`config.mk`:
```
export PLATFORM = sky130hd
export DESIGN_NAME = ifft_frame_packer
export DESIGN_NICKNAME = d
export VERILOG_FILES = /design/src/rtl/ifft_frame_packer.sv
export SDC_FILE = /design/constraint.sdc
export NUM_CORES = 1
export LEC_CHECK = 0
export ABC_AREA = 1
export CORE_MARGIN = 4
export CORE_UTILIZATION = 52
export CTS_CLUSTER_DIAMETER = 200
export DETAILED_ROUTE_END_ITERATION = 16
export PLACE_DENSITY = 0.79
export SLEW_MARGIN = 20
export SYNTH_ARGS = -nofsm -noshare
export SYNTH_HDL_FRONTEND = slang
export SYNTH_SLANG_ARGS = --single-unit
```
`constraint.sdc`:
```
create_clock -name s_axis_aclk -period 7.2 [get_ports s_axis_aclk]
set_input_delay 1.08 -clock s_axis_aclk [delete_from_list [all_inputs] [get_ports s_axis_aclk]]
set_output_delay 1.08 -clock s_axis_aclk [all_outputs]
set_load 0.03 [all_outputs]
```
`src/rtl/ifft_frame_packer.sv`:
```
// Collects C_N_POINTS serial complex bins into one wide frame for the IFFT core.
// Checks tlast alignment and keeps a saturating framing-error count.
module ifft_frame_packer #(
    parameter int unsigned C_SAMPLE_WIDTH  = 64,
    parameter int unsigned C_N_POINTS      = 8,
    parameter int unsigned C_FRAME_WIDTH   = C_SAMPLE_WIDTH * C_N_POINTS,
    parameter int unsigned C_ERR_CNT_WIDTH = 16
) (
    input  logic                       s_axis_aclk,
    input  logic                       s_axis_areset,
    input  logic                       s_axis_tvalid,
    output logic                       s_axis_tready,
    input  logic [C_SAMPLE_WIDTH-1:0]  s_axis_tdata,
    input  logic                       s_axis_tlast,
    output logic                       m_axis_tvalid,
    input  logic                       m_axis_tready,
    output logic [C_FRAME_WIDTH-1:0]   m_axis_tdata,
    output logic                       m_axis_tlast,
    output logic                       err_runt,
    output logic                       err_no_last,
    output logic [C_ERR_CNT_WIDTH-1:0] err_count
);

    localparam int unsigned            CNT_W    = $clog2(C_N_POINTS);
    localparam logic [CNT_W-1:0]       LAST_IDX = CNT_W'(C_N_POINTS - 1);

    logic [CNT_W-1:0]                           r_beat_cnt;
    logic [C_N_POINTS-2:0][C_SAMPLE_WIDTH-1:0]  r_buf;
    logic [C_FRAME_WIDTH-1:0]                   r_frame;
    logic                                       r_mvalid;
    logic                                       r_err_runt;
    logic                                       r_err_no_last;
    logic [C_ERR_CNT_WIDTH-1:0]                 r_err_count;

    logic w_last_beat;
    logic w_tready;
    logic w_accept;
    logic w_load;
    logic w_runt;
    logic w_no_last;

    // Only the closing bin can stall: earlier bins always have a free buffer slot.
    assign w_last_beat = (r_beat_cnt == LAST_IDX);
    assign w_tready    = !s_axis_areset && !(w_last_beat && r_mvalid && !m_axis_tready);
    assign w_accept    = s_axis_tvalid && w_tready;
    assign w_load      = w_accept && w_last_beat;
    assign w_runt      = w_accept && !w_last_beat && s_axis_tlast;
    assign w_no_last   = w_load && !s_axis_tlast;

    always_ff @(posedge s_axis_aclk) begin
        if (s_axis_areset) begin
            r_beat_cnt <= '0;
        end else if (w_accept) begin
            if (w_last_beat || s_axis_tlast) begin
                r_beat_cnt <= '0;
            end else begin
                r_beat_cnt <= r_beat_cnt + CNT_W'(1);
            end
        end
    end

    always_ff @(posedge s_axis_aclk) begin
        if (w_accept && !w_last_beat && !s_axis_tlast) begin
            r_buf[r_beat_cnt] <= s_axis_tdata;
        end
    end

    // A load in the same cycle as a consume keeps tvalid high with the new frame.
    always_ff @(posedge s_axis_aclk) begin
        if (s_axis_areset) begin
            r_mvalid <= 1'b0;
            r_frame  <= '0;
        end else if (w_load) begin
            r_mvalid <= 1'b1;
            r_frame  <= {s_axis_tdata, r_buf};
        end else if (r_mvalid && m_axis_tready) begin
            r_mvalid <= 1'b0;
        end
    end

    always_ff @(posedge s_axis_aclk) begin
        if (s_axis_areset) begin
            r_err_runt    <= 1'b0;
            r_err_no_last <= 1'b0;
            r_err_count   <= '0;
        end else begin
            r_err_runt    <= w_runt;
            r_err_no_last <= w_no_last;
            if ((w_runt || w_no_last) && (r_err_count != '1)) begin
                r_err_count <= r_err_count + C_ERR_CNT_WIDTH'(1);
            end
        end
    end

    assign s_axis_tready = w_tready;
    assign m_axis_tvalid = r_mvalid;
    assign m_axis_tdata  = r_frame;
    assign m_axis_tlast  = 1'b1;
    assign err_runt      = r_err_runt;
    assign err_no_last   = r_err_no_last;
    assign err_count     = r_err_count;

endmodule
```
# After elaboration in Yosys (flattened, before gate mapping)
# Cells that the tools add are included.
# word_totals
register_bits	982
inputBits	69
out_inout_bits	533
# classes
add_sub_neg	2
n_lt_le_gt_ge	2
eq_ne	2
n_mux	6
reduce_logical	20
# op_table
op	n
$bwmux 448	1
$demux 64 s3	1
$mux 64	1
$add 16x1->16 const B	1
$ne 16x16->1 const B	1
$logic_and 1x1->1	12
$logic_not 1->1	5
$lt 3x4->1 const B	1
$add 3x1->3 const B	1
$eq 3x3->1 const B	1
$ge 3x1->1 const B	1
$mux 3	1
$logic_or 1x1->1	2
$mux 1	2
$reduce_bool 2->1	1

# Logic depth before layout (Yosys ltp)
# depth
word_depth	10
ltp_mapped	10
mapped_depth_nobuf	9

# Worst setup path after synthesis
# Ideal clock, no wire load.
# synth_path
path_type	input port to flip-flop
start	in s_axis_areset
end	reg r_buf[384] (netlist bit) (enable)
setup_ns	0.565
arrival_time_ns	5.960
setup_slack_ns	0.675
path_stages	6
path_cell_list	buf_6 > inv_4 > nand3_1 > inv_1 > nand3_1 > nor3_1
# synth_between
elab_chain_len	5
# synth_rtl
element	line	source
from (decl)	10	input logic s_axis_areset,
$logic_not 1->1	44	assign w_tready = !s_axis_areset && !(w_last_beat && r_mvalid && !m_axis_tready);
$logic_and 1x1->1	44	
$logic_and 1x1->1	45	assign w_accept = s_axis_tvalid && w_tready;
$logic_and 1x1->1 (2 in series)	63	if (w_accept && !w_last_beat && !s_axis_tlast) begin
to (signal, indexed assignment)	64	r_buf[r_beat_cnt] <= s_axis_tdata;
to (decl)	28	logic [C_N_POINTS-2:0][C_SAMPLE_WIDTH-1:0] r_buf;
# No other way between the ends.
# A chain may end at the register's enable or synchronous reset.

# Final worst setup path
# layout_path
start	in s_axis_areset
end	reg r_buf[150] (netlist bit) (enable)
# The elaborated chain is that of the path after synthesis.

==> results.py <==
metrics = {
    "synthesis": {
        "syn_area_sq_um": 32800,
        "synth_most_common_cell": "dfxtp_1",
        "yosysTopAreaCell": "edfxtp_1",
        "yosysSeqAreaShare_pct": 73.7,
        "yosys.area.top_type_share_pct": 41.1,
        "synthTopCellsByArea": "edfxtp_1 41%, dfxtp_1 33%, a21oi_1 8.1%",
        "yosys-top-cells-count": "534 x dfxtp_1, 528 x a21oi_1, 528 x inv_1, 515 x o21ai_0, 448 x edfxtp_1",
        "ys_warn_count": 0,
        "avgSynthCellArea_sq_um": 11.5,
        "synth_edf_count": 448,
        "synthesis.nets": 2933,
        "async_flop_share_pct": 0,
        "netlist_instances": 2861,
        "synth_ff_type": "dfxtp_1",
        "synth_seq_cells": 982,
        "ys_types": 31,
    },
    "route": {
        "totalWireLength_microns": 83900,
        "drtPass1Iterations": 5,
        "ant_nets": 0,
        "drt-initial-drc-count": 2085,
        "via_count": 22200,
        "drc": 0,
        "avgRoutedWirePerCell_microns": 19.4,
        "viasPerCell": 5.14,
    },
    "floorplanning": {
        "ioPinCount": 602,
        "die-area_sq_um": 67100,
        "die_height_microns": 259,
        "placementRows": 91,
        "die_width_microns": 259,
        "coreArea_sq_um": 62100,
        "initial_utilization_pct": 52.8,
    },
    "power_and_ir_drop": {
        "internal_power_mw": 8.81,
        "combPwrFrac_pct": 2.0,
        "p_leak_nw": 13.9,
        "p_per_area_nw_per_um2": 260,
        "sequentialPowerShare_pct": 52.8,
        "peakVddDrop_v": 0.000210,
        "swShare_pct": 20.4,
        "pwr-share-clk_pct": 45.2,
        "power.switching_mw": 2.25,
    },
    "timing": {
        "fmax_mhz": 222,
        "finalHoldViolCount": 0,
        "fin_crit_sh_pct": 62.7,
        "fin_skew_ps": 30.7,
        "min_period_ps": 4510,
        "fin_tns_setup_ps": 0,
        "final-max-slew-violation-count": 0,
        "setup_violations": 0,
        "rsz0062_at_grt": "false",
        "tightest_slew_ps": 1090,
        "slew_headroom_pct": 27.6,
    },
    "clocking": {
        "cts_root_buf": "clkbuf_16",
        "clock_latency_ps": 650,
        "cts.sinks": 982,
        "cts_hold_buf": 0,
        "numCtsBuffers": 93,
        "cts_resized": 0,
        "cts_setup_buffers": 0,
        "cts_max_level": 3,
        "cts_tree": "done",
        "clk_pin_slew_worst_paths_ps": 60,
        "cts_buffer_depth": 3,
    },
    "worst_setup_path": {
        "startpoint_type": "primary input",
        "ff2ff_setup_slack_ps": 3980,
        "cp_data_arrival_time_ps": 4770,
        "cp_slowest_cell": "clkdlybuf4s50_1",
        "path_cells": "clkdlybuf4s50_1 > clkinv_8 > nand3_1 > inv_1 > nand3_1 > nor2_4 > buf_4",
        "worst-path-max-fanout": 194,
        "worstPathRequired_ps": 7460,
        "crit_top_cell": "nand3_1",
        "endpoint_kind": "flop",
        "path_class": "primary input to flop",
        "slowest_delay_ps": 840,
    },
    "job": {
        "drv_cap": 0,
    },
    "final_layout": {
        "area_growth_pct": 29.9,
        "seq_area_sq_um": 24100,
        "fin_area_sq_um": 42600,
        "final_nets": 3479,
        "multi_input_area_sq_um": 5930,
        "fillers": 4288,
        "drive_above_1_share_pct": 5.45,
        "n_antenna_cell": 0,
    },
    "min_path": {
        "hp-class": "flop to flop",
    },
    "place": {
        "hpwl_microns": 51800,
        "place.gp.congestion": 0.802,
        "post_dp_cell_area_sq_um": 39400,
        "io_buffer_count": 600,
    },
    "global_route": {
        "grt_pass1_vias": 21600,
        "grt_pass1_wl_microns": 126000,
        "antenna_found_initial": 0,
        "track_usage_pct": 24.1,
        "grt_overflow": 0,
        "grt_max_degree": 224,
    },
    "status": {
        "status": "finished, final reports clean",
    },
}
## through the flow
stage | util, % | hold slack, ps | worst slack, ps | cells | total power [mW]
finish | 68.6 | 441 | 2690 | 4324 | 11.1
floorplan | - | 455 | 675 | 2861 | 6.07
CTS | 68.6 | 445 | 2670 | 4324 | 11.1
global route | 68.6 | 455 | 2310 | 4324 | 11.4
global placement | 63.5 | 431 | 2040 | 4149 | 6.18
detailed placement | 63.5 | 435 | 1980 | 4149 | 6.19
## layout by cell type (no fill, tap or decap), types with 4 or more instances in the layout
master / count
clkbuf_16: 96
clkbuf_8: 14
nor2_1: 23
xnor2_1: 4
bufinv_16: 8
clkbuf_1: 27
inv_1: 528
a21oi_1: 528
clkdlybuf4s50_1: 600
clkinv_1: 4
buf_4: 19
edfxtp_1: 448
clkinv_2: 18
buf_12: 7
nand3_1: 15
nand2_1: 58
nor2_4: 5
o21ai_0: 515
nor3_2: 4
dfxtp_1: 534
## routing by layer
metal  track usage [%]  up-vias  routed length [microns]
met5                 0        -                        0
met3              6.17      176                     7020
met1              30.1    10600                    32400
met4              11.2        0                     3830
met2              39.8      785                    40600
li1                  -    10600                        -
## worst max-delay path: cells and delay by family
kind / cells / cell delay [ps]
AND/OR/NAND/NOR: 3 / 1190
buffers and inverters: 4 / 2390
## kinds of logic (layout without fill, tap and decap cells)
group / count (synthesis) / count (layout) / share of synthesized area (%)
AOI/OAI and AO/OA: 1047 / 1047 / 16.0
DFF: 982 / 982 / 73.7
buffers and inverters: 705 / 1331 / 8.37
and+or+nand+nor: 116 / 116 / 1.60
xor gates and xnor gates: 7 / 7 / 0.187
adders and majority gates: 3 / 3 / 0.115
other: 1 / 1 / 0.0114
## power groups by stage
| stage | Clock, mW | Sequential, mW | Combinational [mW] |
|---|---|---|---|
| global placement | 0 | 5.96 | 0.220 |
| detailed placement | 0 | 5.96 | 0.225 |
| CTS | 5.06 | 5.84 | 0.227 |
| global route | 5.32 | 5.84 | 0.251 |
| finish | 5.00 | 5.84 | 0.227 |
| floorplan | 0 | 5.97 | 0.100 |
## layout make-up
cell class                 instances  share of cell area, %
tap                              837                   2.46
inverter                         530                   4.70
timing repair buffer             626                   14.8
multi-input combinational       1174                   13.9
clock inverter                    38                   1.12
sequential                       982                   56.7
clock buffer                     137                   6.33
## worst paths after layout
path,to,cells after the start,from
worst max-delay path,r_buf[150]$_DFFE_PP_,7,s_axis_areset
worst min-delay path,m_axis_tdata[4]$_SDFFE_PP0P_,2,m_axis_tdata[4]$_SDFFE_PP0P_
worst max register to register,r_buf[150]$_DFFE_PP_,8,r_beat_cnt[1]$_SDFFE_PP0N_
worst min register to register,m_axis_tdata[4]$_SDFFE_PP0P_,2,m_axis_tdata[4]$_SDFFE_PP0P_
## sequential cells by signal, indices dropped and copies added, names as in the netlist
register and count:
m_axis_tdata 512, r_beat_cnt 3, r_buf 448, err_runt 1
m_axis_tvalid 1, err_no_last 1, err_count 16
(Power assumes the default switching activity.)
